==> src/rtl/difficulty_ramp.sv <==
// Level/decrement controller for the timer cluster: advances the level on kill or
// tick thresholds and publishes a saturated decrement word one cycle behind level.
module difficulty_ramp #(
  parameter int unsigned DEC_STEP        = 1_000_000,
  parameter int unsigned DEC_MAX         = 90_000_000,
  parameter int unsigned KILLS_PER_LEVEL = 10,
  parameter int unsigned TICKS_PER_LEVEL = 30,
  parameter int unsigned MAX_LEVEL       = 63
) (
  input  logic        clk,
  input  logic        rst,
  input  logic        start,
  input  logic        stop,
  input  logic        pause,
  input  logic        kill_pulse,
  input  logic        tick_pulse,
  output logic [30:0] dec,
  output logic [7:0]  level,
  output logic        level_up,
  output logic        running
);

  localparam logic [1:0] S_IDLE   = 2'd0;
  localparam logic [1:0] S_RUN    = 2'd1;
  localparam logic [1:0] S_PAUSED = 2'd2;
  localparam logic [1:0] S_MAXED  = 2'd3;

  localparam int unsigned KW = $clog2(KILLS_PER_LEVEL + 1);
  localparam int unsigned TW = $clog2(TICKS_PER_LEVEL + 1);

  logic [1:0]    state;
  logic [KW-1:0] kill_cnt;
  logic [TW-1:0] tick_cnt;
  logic [KW:0]   kill_sum;
  logic [TW:0]   tick_sum;
  logic          level_hit;
  logic [7:0]    level_next;
  logic [39:0]   dec_prod;
  logic [30:0]   dec_sat;

  // The triggering pulse is counted before the threshold compare.
  assign kill_sum   = {1'b0, kill_cnt} + (KW + 1)'(kill_pulse);
  assign tick_sum   = {1'b0, tick_cnt} + (TW + 1)'(tick_pulse);
  assign level_hit  = (kill_sum >= (KW + 1)'(KILLS_PER_LEVEL)) ||
                      (tick_sum >= (TW + 1)'(TICKS_PER_LEVEL));
  assign level_next = level + 8'd1;

  assign dec_prod = 40'(level) * 40'(DEC_STEP);
  assign dec_sat  = (dec_prod > 40'(DEC_MAX)) ? 31'(DEC_MAX) : dec_prod[30:0];

  assign running = (state != S_IDLE);

  always_ff @(posedge clk or posedge rst) begin
    if (rst) begin
      state    <= S_IDLE;
      level    <= '0;
      level_up <= 1'b0;
      kill_cnt <= '0;
      tick_cnt <= '0;
      dec      <= '0;
    end else begin
      level_up <= 1'b0;
      dec      <= dec_sat;
      if (stop && state != S_IDLE) begin
        state    <= S_IDLE;
        level    <= '0;
        kill_cnt <= '0;
        tick_cnt <= '0;
      end else if (start) begin
        state    <= (MAX_LEVEL == 1) ? S_MAXED : S_RUN;
        level    <= 8'd1;
        kill_cnt <= '0;
        tick_cnt <= '0;
      end else begin
        case (state)
          S_RUN: begin
            if (pause) begin
              state <= S_PAUSED;
            end else if (level_hit) begin
              level    <= level_next;
              level_up <= 1'b1;
              kill_cnt <= '0;
              tick_cnt <= '0;
              if (level_next == 8'(MAX_LEVEL))
                state <= S_MAXED;
            end else begin
              kill_cnt <= kill_sum[KW-1:0];
              tick_cnt <= tick_sum[TW-1:0];
            end
          end
          S_PAUSED: begin
            if (!pause)
              state <= S_RUN;
          end
          S_MAXED: begin
            kill_cnt <= '0;
            tick_cnt <= '0;
          end
          default: ;
        endcase
      end
    end
  end

endmodule

==> config.mk <==
export PLATFORM = sky130hd
export DESIGN_NAME = difficulty_ramp
export DESIGN_NICKNAME = d
export VERILOG_FILES = /design/src/rtl/difficulty_ramp.sv
export SDC_FILE = /design/constraint.sdc
export NUM_CORES = 1
export LEC_CHECK = 0
export ABC_AREA = 0
export BUFFER_PORTS_ARGS = -buffer_cell sky130_fd_sc_hd__buf_4
export CAP_MARGIN = 20
export CORE_MARGIN = 2
export CORE_UTILIZATION = 60
export CTS_CLUSTER_DIAMETER = 120
export DETAILED_ROUTE_END_ITERATION = 16
export PLACE_DENSITY = 0.93
export SLEW_MARGIN = 20
export SYNTH_ARGS = -nofsm -noshare
export SYNTH_HDL_FRONTEND = slang
export SYNTH_SLANG_ARGS = --single-unit
==> constraint.sdc <==
create_clock -name clk -period 8.6 [get_ports clk]
set_input_delay 0.43 -clock clk [delete_from_list [all_inputs] [get_ports clk]]
set_output_delay 0.43 -clock clk [all_outputs]
set_load 0.01 [all_outputs]
After elaboration in Yosys (flattened, before gate mapping)

Cells that the tools add are included.
Widths: inputs -> output; s select.

Flip-flop bits (word level): 48
Output and inout bits: 41
Logic and storage cells: 60

Add/sub/neg operators: 3
Multipliers: 1
Order comparisons: 3
Eq/ne operators: 9
Mux-type cells: 28
Reductions and logical operators: 10

Operators with widths:

| operator              | number |
|---|---|
| $mux 8                | 5 |
| $gt 28x27->1 const B  | 1 |
| $mux 28               | 1 |
| $mul 8x14->22 const B | 1 |
| $mux 5                | 4 |
| $mux 4                | 4 |
| $mux 2                | 6 |
| $ne 5x5->1 const B    | 2 |
| $pmux 5 s2            | 1 |
| $add 8x1->8 const B   | 1 |
| $eq 8x6->1 const B    | 1 |
| $ne 4x4->1 const B    | 2 |
| $pmux 4 s2            | 1 |
| $reduce_bool 4->1     | 2 |
| $add 5x1->6           | 1 |
| $ge 6x5->1 const B    | 1 |
| $reduce_bool 3->1     | 2 |
| $add 4x1->5           | 1 |
| $ge 5x4->1 const B    | 1 |
| $mux 1                | 5 |
| $eq 2x2->1 const B    | 2 |
| $pmux 2 s2            | 1 |
| $reduce_and 4->1      | 1 |
| $ne 3x2->1 const B    | 1 |
| other kinds (6)       | 6 |

Depth between registers and ports, before layout

Gate-level depths: netlist of run 1.

Depth after elaboration: 8
Mapped depth: 18
Depth with buffers taken out: 16

Worst setup path before layout of run 1

OpenSTA, ideal clock, no wires.

Kind: reg2reg
Start: reg level[3]
End: reg dec[9]
Setup time: 0.138 ns
Arrival time: 4.790 ns
Required time: 8.462 ns
Path slack: 3.671 ns
Stages on the path, launching flop included: 16
Clock period less this slack: 4.929 ns
Path through: dfrtp_1 -> fa_1 -> ha_1 -> fa_1 -> inv_1 -> fa_1 -> inv_1 -> ha_1 -> a21oi_2 -> o21bai_1 -> a21o_1 -> or4_4 -> a32o_1 -> o21a_1 -> buf_6 -> or4_1

Cells in the longest elaborated chain, start to end: 3

RTL lines:

| element                | line | text |
|---|---|---|
| from (decl)            | 18   | `output logic [7:0] level,` |
| from (signal assigned) | 80   | `level <= level_next;` |
| $mul 8x14->22 (*)      | 48   | `assign dec_prod = 40'(level) * 40'(DEC_STEP);` |
| $gt 28x27->1           | 49   | `assign dec_sat = (dec_prod > 40'(DEC_MAX)) ? 31'(DEC_MAX) : dec_prod[30:0];` |
| $mux 28 (*)            | 49   |  |
| net dec_sat[9]         | 39   | `logic [30:0] dec_sat;` |
| to (signal assigned)   | 63   | `dec <= dec_sat;` |
| to (decl)              | 17   | `output logic [30:0] dec,` |

The timed path passes the listed nets; every way through them passes the cells marked *.
A chain may end at the register's enable or synchronous reset.

Worst setup path after layout of run 1

Start: reg level[2]
End: reg dec[6]

Cells in the longest elaborated chain, start to end: 3

RTL lines:

| element        | line |
|---|---|
| $mul 8x14->22  | 48 |
| $gt 28x27->1   | 49 |
| $mux 28        | 49 |
| net dec_sat[6] | 39 |

The timed path passes the listed nets, and every way through them passes these cells.

==> results, run 1 <==
- The cell at the slowest stage of the critical path is sky130_fd_sc_hd__dfrtp_1.
- In this run the vertical extent of the chip is 86.1 um.
- The first global-routing pass estimated 15,900 um of wire.
- Counting cells, the worst reg-to-reg path comes to 14.
- The per-instance average area after synthesis is 9.34 um2.
- The number of hold buffers added after CTS was 0.
- The number of flops mapped to enable cells by yosys is 0.
- The insertion delay of the later-clocked pin in the worst-skew pair is 300 ps.
- The HPWL reported at the end of detailed placement is 7350 um.
- Synthesis inferred 42 register bits.
- At the worst endpoint, the required time is 8790 ps.
- Summing the areas of all and, or, nand and nor instances in the mapped netlist gives 17.0% of the synthesized area.
- STA classifies the critical path startpoint as a register.
- In the synthesized netlist, mux cells make up 0.742% of the area.
- The most instantiated flip-flop cell in the synthesis netlist is sky130_fd_sc_hd__dfrtp_1.
- The final layout contains routed wiring with a total length of 9610 um.
- At the pin with the least slew margin, the transition time is 739 ps.
- The XOR/XNOR share of the synthesized area is 4.55%.
- Dividing total power by cell area gives a power density of 152 mW/mm2.
- In this run the count of I/O pins placed on the die edge is 48.
- The root buffer cell is sky130_fd_sc_hd__clkbuf_8.
- The maximum number of pins on one net before global-route repair is 43.
- The share of synthesized cell area in full adder, half adder and majority cells is 28.2%.
- The internal power of the cells totals 450 uW.
- In the final timing run, aggregate negative setup slack is 0 ps.
- The initial antenna violation count is 0.
- The routability congestion estimate is 0.939.
- The detail route stage leaves a number of antenna-violating nets equal to 0.
- After the last flow step, the layout net total stands at 558.
- The remaining global-route overflow is 0.
- The clock period minus worst slack is 5450 ps.
- Traced cell by cell, the critical path runs through fa_1, ha_1, fa_1, inv_1, fa_1, inv_1, ha_1, a21oi_2, o21ai_0, nor4_1, mux2i_1, a221o_1, or4_1, o32ai_1.
- The path class of the tightest hold or removal check is in -> async.
- The leakage power is 2.38 nW.
- In this run, the clock network consumes 28.4% of the power.
- The run finished with clean final reports.
- The count of endpoints failing hold in the final timing report is 0.
- The worst-case clock buffer depth is 2.
- Data arrives at the worst endpoint at 5640 ps.
- Measured against its own limit, the worst slew margin works out to 50.5%.
- Row generation in the floorplan step produced 29 rows.
- 0 antenna diodes ended up in the layout.
- The max-cap check violation count is 0.
- Timing would allow up to 183 MHz.
- In this run the worst path has a maximum fanout of 15.
- The fraction of layout cells with a size suffix above 1 is 13.4%.
- Of the available clock period, the critical path in the final layout requires 63.4%.
- Counting flops with an async set or reset pin after synthesis yields a share of 100%.
- The max-slew violation count is 0.
- Once the floorplan was initialized, standard cells occupied 63.0% of the core.
- In this run, the combinational gates consume 36.4% of the power.
- The largest family of logic cells by synthesized area is adder cells.
- The warning count from the yosys run is 0.
- The share of total power in sequential cells is 35.3%.
- Across all layers, the routed design uses 3,453 vias.
- The die area is 0.00741 mm2.
- The number of distinct library cells after synthesis is 63.
- The maximum cell stage delay along the critical path is 730 ps.
- In this run, CTS created clock tree buffers numbering 5.
- The first-pass iteration count of the detailed router is 5.
- After clock tree synthesis, the clock-pin slew on the worst setup and hold paths is 80 ps.
- The die extent in x is 86.1 um.
- Setup repair after global routing left no endpoint under its margin.
- Setup violations remaining at the end of the flow were counted as 0.
- The initial detailed-routing violation count is 284.
- In this run the critical register-to-register path is launched from level[2].
- The worst vdd rail ir drop is 0.0881 mV.
- STA classifies the critical path endpoint as a register.
- The number of gates resized after CTS was 0.
- After detailed routing, the number of vias per cell comes to 6.30.
- The number of H-tree levels is 2.
- The area added between synthesis and finish is 11.2%.
- The cell area after synthesis is 0.00405 mm2.
- The type of the worst setup path is reg -> reg.
- The TritonCTS clock tree is yes.
- Among the stages of the critical path, the cell type that occurs most often is sky130_fd_sc_hd__fa_1.
- The reg2reg setup slack is 3150 ps.
- After detailed routing, the number of remaining DRC violations is 0.
- The analysis attributes to net switching a power of 236 uW.
- The hold slack is 266 ps.
- The detail-routed net length per standard cell is 17.5 um.
- The synthesized netlist devotes 16.4% of its cell area to compound gates.
- The global router's overall resource usage is 27.2%.
- The switching part of the total is 34.4%.
- The count of port buffers added during placement is 38.
- The number of clock sinks seen by CTS is 42.
- The number of global-route vias before repair came to 3,355.
- The clock arrives with 5.59 ps of skew.
- The destination of the worst register-to-register timing path is dec[6].
- Post-CTS timing repair inserted 0 buffers for setup.
- After synthesis, flip-flops and latches occupy 26.0% of the total area.
- The count of mapped cells out of synthesis is 433.
- In this run the standard cell core region covers 0.00642 mm2.
- Fill cells in the final layout number 506.
## sequential cells by signal, indices dropped and copies added (netlist names)
| name | cells |
|---|---|
| kill_cnt | 4 |
| dec | 22 |
| state | 2 |
| level_up | 1 |
| tick_cnt | 5 |
| level | 8 |
## critical path: cells and delay by family, from the launching register on
family	cells	cell delay, ps
flip-flops	1	730
buffers and inverters	2	120
adder cells (fa/ha/maj)	5	2340
multiplexers	1	170
AO/OA/AOI/OAI	4	1120
AND/OR/NAND/NOR	2	870
## logic make-up after synthesis
logic type | after synthesis
adders and majority gates | 81
buffers and inverters | 64
xor gates and xnor gates | 21
DFF | 42
other | 1
muxes | 3
AOI/OAI and AO/OA | 94
and+or+nand+nor | 127
## stage by stage
stage | util, % | setup slack (ps) | cell area [um2] | total power [mW] | std cells
after floorplan | - | 3670 | 4080 | 0.411 | 442
after global placement | 67.8 | 3440 | 4350 | 0.476 | 540
after detailed placement | 67.8 | 3260 | 4350 | 0.489 | 540
after CTS | 70.0 | 3230 | 4500 | 0.683 | 548
after global routing | 70.0 | 2860 | 4500 | 0.721 | 548
final | 70.0 | 3150 | 4500 | 0.686 | 548
## layout by cell type (no fill, tap or decap), types with 12 or more instances in the layout
| cell type | n |
|---|---|
| sky130_fd_sc_hd__ha_1 | 64 |
| sky130_fd_sc_hd__inv_1 | 46 |
| sky130_fd_sc_hd__dfrtp_1 | 42 |
| sky130_fd_sc_hd__buf_4 | 39 |
| sky130_fd_sc_hd__nand2_1 | 24 |
| sky130_fd_sc_hd__nor2_1 | 22 |
| sky130_fd_sc_hd__o21ai_0 | 21 |
| sky130_fd_sc_hd__nand3_1 | 18 |
| sky130_fd_sc_hd__a21oi_1 | 18 |
| sky130_fd_sc_hd__fa_1 | 17 |
| sky130_fd_sc_hd__xnor2_1 | 14 |
| sky130_fd_sc_hd__nor3_1 | 12 |
## layout make-up
cell class | instances | area [um2] | share of cell area, %
timing repair buffer | 39 | 293 | 6.51
clock inverter | 2 | 60.1 | 1.34
tap | 77 | 96.3 | 2.14
multi-input combinational | 336 | 2740 | 61.0
inverter | 46 | 173 | 3.84
clock buffer | 6 | 82.6 | 1.84
sequential | 42 | 1050 | 23.4
## power groups by stage
stage / Clock, mW / Sequential (mW) / Combinational, mW
after global placement: 0 / 0.244 / 0.232
after detailed placement: 0 / 0.245 / 0.244
after CTS: 0.195 / 0.241 / 0.247
after floorplan: 0 / 0.249 / 0.163
final: 0.194 / 0.242 / 0.249
after global routing: 0.202 / 0.244 / 0.276
## cells in the mapped netlist, drive strengths merged, types with 6 or more instances
library cell / number / share of area (%)
ha: 64 / 20
nor2: 22 / 2.0
xor2: 7 / 1.5
xnor2: 14 / 3.0
dfrtp: 42 / 26
nand2: 24 / 2.2
nor3: 12 / 1.5
nor2b: 7 / 1.1
buf: 14 / 2.4
nand3: 18 / 2.2
o21ai: 23 / 2.9
fa: 17 / 8.4
or4: 6 / 1.2
inv: 46 / 4.3
nand4: 10 / 1.5
a21oi: 21 / 3.1
a21o: 8 / 1.5
## how the worst max path moves through the flow
stage / from / endpoint / slack [ps] / cells past startpoint
2_1_floorplan: level[3] / dec[9] / 3670 / 15
3_3_place_gp: level[2] / dec[6] / 3440 / 13
3_5_place_dp: level[2] / dec[6] / 3260 / 14
4_1_cts: level[2] / dec[6] / 3230 / 14
5_1_grt: level[2] / dec[11] / 2860 / 14
6_report: level[2] / dec[6] / 3150 / 14
## layer usage
| metal | track usage (%) | up-vias | routed length, um |
|---|---|---|---|
| met5 | 0 | - | 0 |
| met1 | 33.9 | 1678 | 3840 |
| met4 | 11.5 | 0 | 317 |
| li1 | - | 1600 | - |
| met2 | 46.7 | 137 | 4870 |
| met3 | 4.33 | 38 | 588 |
Power figures use the tool's default switching activity.
==> run 2: changes to the inputs <==
--- a/config.mk
+++ b/config.mk
@@ -9,10 +9,10 @@
 export BUFFER_PORTS_ARGS = -buffer_cell sky130_fd_sc_hd__buf_4
 export CAP_MARGIN = 20
 export CORE_MARGIN = 2
-export CORE_UTILIZATION = 60
+export CORE_UTILIZATION = 54
 export CTS_CLUSTER_DIAMETER = 120
 export DETAILED_ROUTE_END_ITERATION = 16
-export PLACE_DENSITY = 0.93
+export PLACE_DENSITY = 0.89
 export SLEW_MARGIN = 20
 export SYNTH_ARGS = -nofsm -noshare
 export SYNTH_HDL_FRONTEND = slang
==> constraint.sdc (replaced) <==
create_clock -name clk -period 4.8 [get_ports clk]
set_input_delay 0.24 -clock clk [delete_from_list [all_inputs] [get_ports clk]]
set_output_delay 0.24 -clock clk [all_outputs]
set_load 0.01 [all_outputs]
==> results, run 2 (synthesized netlist as in run 1, its figures left out) <==
- The max-slew violation count is 0 (unchanged).
- The upper clock frequency limit was 209 MHz (+14%).
- The library cell used most frequently in the layout, excluding fill and tap cells, is sky130_fd_sc_hd__ha_1.
- The remaining global-route overflow came to 0 (unchanged).
- The number of H-tree levels was 2 (unchanged).
- The count of antenna diodes in the layout was 0 (unchanged).
- The max-cap check violation count is 0 (unchanged).
- The final clock skew is 5.65 ps (+0.0522 ps).
- The initial antenna violation count is 0 (unchanged).
- The slowest stage of the critical path belongs to the cell sky130_fd_sc_hd__or4_1.
- met2 is the most crowded layer.
- The mean number of vias per cell is 6.14 (-2.5%).
- The leakage power is 2.43 nW (+2.0%).
- The maximum cell stage delay along the critical path is 550 ps (-180 ps).
- The first-pass GRT wire length came to 15,900 um (+0.56%).
- The number of nets with antenna violations after routing was 0 (unchanged).
- The summed negative setup slack over all endpoints came to 0 ps (unchanged).
- The count of endpoints failing hold in the final timing report came to 0 (unchanged).
- The total power density per cell area is 247 mW/mm2 (+62%).
- The met3 track demand over resource in global routing is 2.50% (-1.8 points).
- The tree is rooted in a sky130_fd_sc_hd__clkbuf_8.
- The maximum number of pins on one net before global-route repair came to 43 (unchanged).
- The worst vdd rail ir drop came to 0.119 mV (+35%).
- The net total in the final layout came to 574 (+2.9%).
- The number of buffers inserted during clock tree synthesis is 5 (unchanged).
- The die area is 0.00820 mm2 (+11%).
- The launch point of the critical path is level[5].
- The total placed cells including tap cells was 575 (+6.5%).
- The number of clock sinks seen by CTS is 42 (unchanged).
- The number of I/O pins is 48 (unchanged).
- The depth of the worst register-to-register path is 16 (+2).
- The insertion delay of the later-clocked pin in the worst-skew pair came to 290 ps (about the same).
- The clock period minus worst slack was 4790 ps (-660 ps).
- The total DRC errors in the routed layout is 0 (unchanged).
- The number of core rows is 31 (+6.9%).
- The path class of the tightest hold or removal check is in -> async.
- The die extent in x came to 90.6 um (+5.2%).
- The hold slack is 75.7 ps (-191 ps).
- The number of inserted filler cells in the final layout is 509 (+0.59%).
- TritonCTS built the clock tree.
- The fraction of met1 tracks used by global routing came to 30.1% (-3.7 points).
- The kind of cell with the highest combined delay on the critical path is adder cells.
- The first-pass iteration count of the detailed router came to 7 (+2).
- In this run the critical register-to-register path is launched from level[5].
- The height of the die is 90.6 um (+5.2%).
- The sum of routed wire length over all layers is 10,300 um (+7.3%).
- The kind of end point of the critical path is a register.
- The run finished with clean final reports.
- The actual slew at the worst max-slew pin is 698 ps (-41.3 ps).
- The routability congestion estimate is 0.881 (-6.2%).
- The cell area after placement was 0.00450 mm2 (+3.2%).
- The most prevalent standard cell on the critical path is sky130_fd_sc_hd__ha_1.
- The final clock period utilization by the worst path is 99.8% (+36 points).
- The kind of launch point of the worst setup path is a register.
- The global router's overall resource usage is 23.6% (-3.7 points).
- The HPWL reported at the end of detailed placement was 7460 um (+1.4%).
- The area of the core is 0.00725 mm2 (+13%).
- The worst slack after detailed placement is -39.2 ps (-3290 ps).
- Ranked by flip-flop count, first place goes to dec.
- The number of setup violations in the final report is 0 (unchanged).
- The arrival time of data at the critical path endpoint was 4990 ps (-650 ps).
- The max-slew headroom at the worst pin is 53.3% (+2.7 points).
- The critical path in this run is classified as reg -> reg.
- The initial core utilization was 55.8% (-7.2 points).
- The total of hold buffers inserted after clock tree synthesis is 0 (unchanged).
- The initial detailed-routing violation count is 379 (+33%).
- The number of global-route vias before repair is 3,383 (+0.83%).
- The met2 track demand over resource is 40.5% (-6.2 points).
- The area added between synthesis and finish is 17.9%.
- The final setup slack of the worst path is 9.39 ps (-3140 ps).
- Walking the worst path, the cells encountered are buf_6, ha_1, inv_1, fa_1, inv_1, fa_1, ha_1, ha_1, buf_4, a21oi_1, o21ai_1, a211o_1, a21o_1, a221o_1, or4_1, o32ai_2.
- The number of flip-flops under the largest register name is 22 (unchanged).
- The worst endpoint required time was 5000 ps (-3790 ps).
- The highest net fanout along the worst path came to 13 (-2).
- The total via count after detailed routing is 3,600 (+4.3%).
- The number of buffer and inverter instances along the worst setup path was 4 (+2).
- The largest registers in the layout are dec (22), level (8), tick_cnt (5).
- The clock-pin slew of the registers on the worst-case setup and hold paths is 80 ps (about the same).
- The number of logic stages on the critical path including buffering was 16 (+2).
- The count of placed standard cells in the final layout, fillers left out came to 586 (+6.9%).
- The worst-case clock buffer depth is 2 (unchanged).
- The detail-routed net length per standard cell came to 17.6 um (+0.32%).
- The library cells used most frequently in the layout, excluding fill and tap cells, are sky130_fd_sc_hd__ha_1 (58), sky130_fd_sc_hd__buf_4 (51), sky130_fd_sc_hd__inv_1 (46), sky130_fd_sc_hd__dfrtp_1 (39), sky130_fd_sc_hd__nand2_1 (23).
- The final instance area is 0.00477 mm2 (+6.0%).
- The count of port buffers added during placement is 38 (unchanged).
- The fraction of layout cells with a size suffix above 1 is 20.5% (+7.2 points).
-- run 2: cell types whose count changed in the layout (fill, tap and decap cells not counted), sizes merged --
cell      change
o21a          +1
bufinv        -1
buf          +15
clkinvlp      +1
-- run 2: worst reg2reg max path, stage by stage, from the launching register on --
cell and delay (ps):
sky130_fd_sc_hd__dfrtp_1 410, sky130_fd_sc_hd__buf_6 170, sky130_fd_sc_hd__ha_1 290, sky130_fd_sc_hd__inv_1 50, sky130_fd_sc_hd__fa_1 520, sky130_fd_sc_hd__inv_1 60, sky130_fd_sc_hd__fa_1 490, sky130_fd_sc_hd__ha_1 310
sky130_fd_sc_hd__ha_1 310, sky130_fd_sc_hd__buf_4 170, sky130_fd_sc_hd__a21oi_1 180, sky130_fd_sc_hd__o21ai_1 120, sky130_fd_sc_hd__a211o_1 270, sky130_fd_sc_hd__a21o_1 210, sky130_fd_sc_hd__a221o_1 370, sky130_fd_sc_hd__or4_1 550
sky130_fd_sc_hd__o32ai_2 220
-- run 2: path summary, 6_finish.rpt --
path,endpoint,slack [ps]
min reg2reg,kill_cnt[0],500
min,tick_cnt[0],80
min in group clk,level[0],200
max in group asynchronous,level[2],4340
max,dec[6],9
max reg2reg,dec[6],9
-- run 2: layout make-up --
type,count,area (um2),share of cell area [%]
inverters,46,173,3.62
well taps,99,124,2.60
clock buffers,6,72.6,1.52
multi-input cells,337,2890,60.6
repair buffers,54,417,8.74
clock inverters,2,37.5,0.787
flip-flops and latches,42,1050,22.1
-- run 2: per-stage QoR --
step | total power, mW | util [%]
floorplan | 0.737 | -
global placement | 0.857 | 62.0
detailed placement | 0.878 | 62.0
CTS | 1.16 | 63.9
global route | 1.25 | 65.7
finish | 1.18 | 65.7
-- run 2: metal layers --
metal | share of wire, % | routed length (um) | up-vias
li1 | - | - | 1631
met1 | 41 | 4180 | 1746
met2 | 50 | 5170 | 176
met3 | 5.6 | 581 | 47
met4 | 3.7 | 382 | 0
met5 | 0 | 0 | -
-- run 2: power by group --
group	leakage [nW]	internal (mW)	switching, mW
sequential	0.553	0.398	0.0235
clock	0.0514	0.155	0.123
combinational	1.83	0.197	0.283
total	2.43	0.750	0.429
-- run 2: repair_timing --
| item | in CTS | in global routing |
|---|---|---|
| setup endpoints to repair | 4 | 19 |
| gates resized for setup | 6 | 21 |
| gates cloned | 0 | 1 |
| setup buffers | 0 | 2 |
| pin swaps | 0 | 9 |
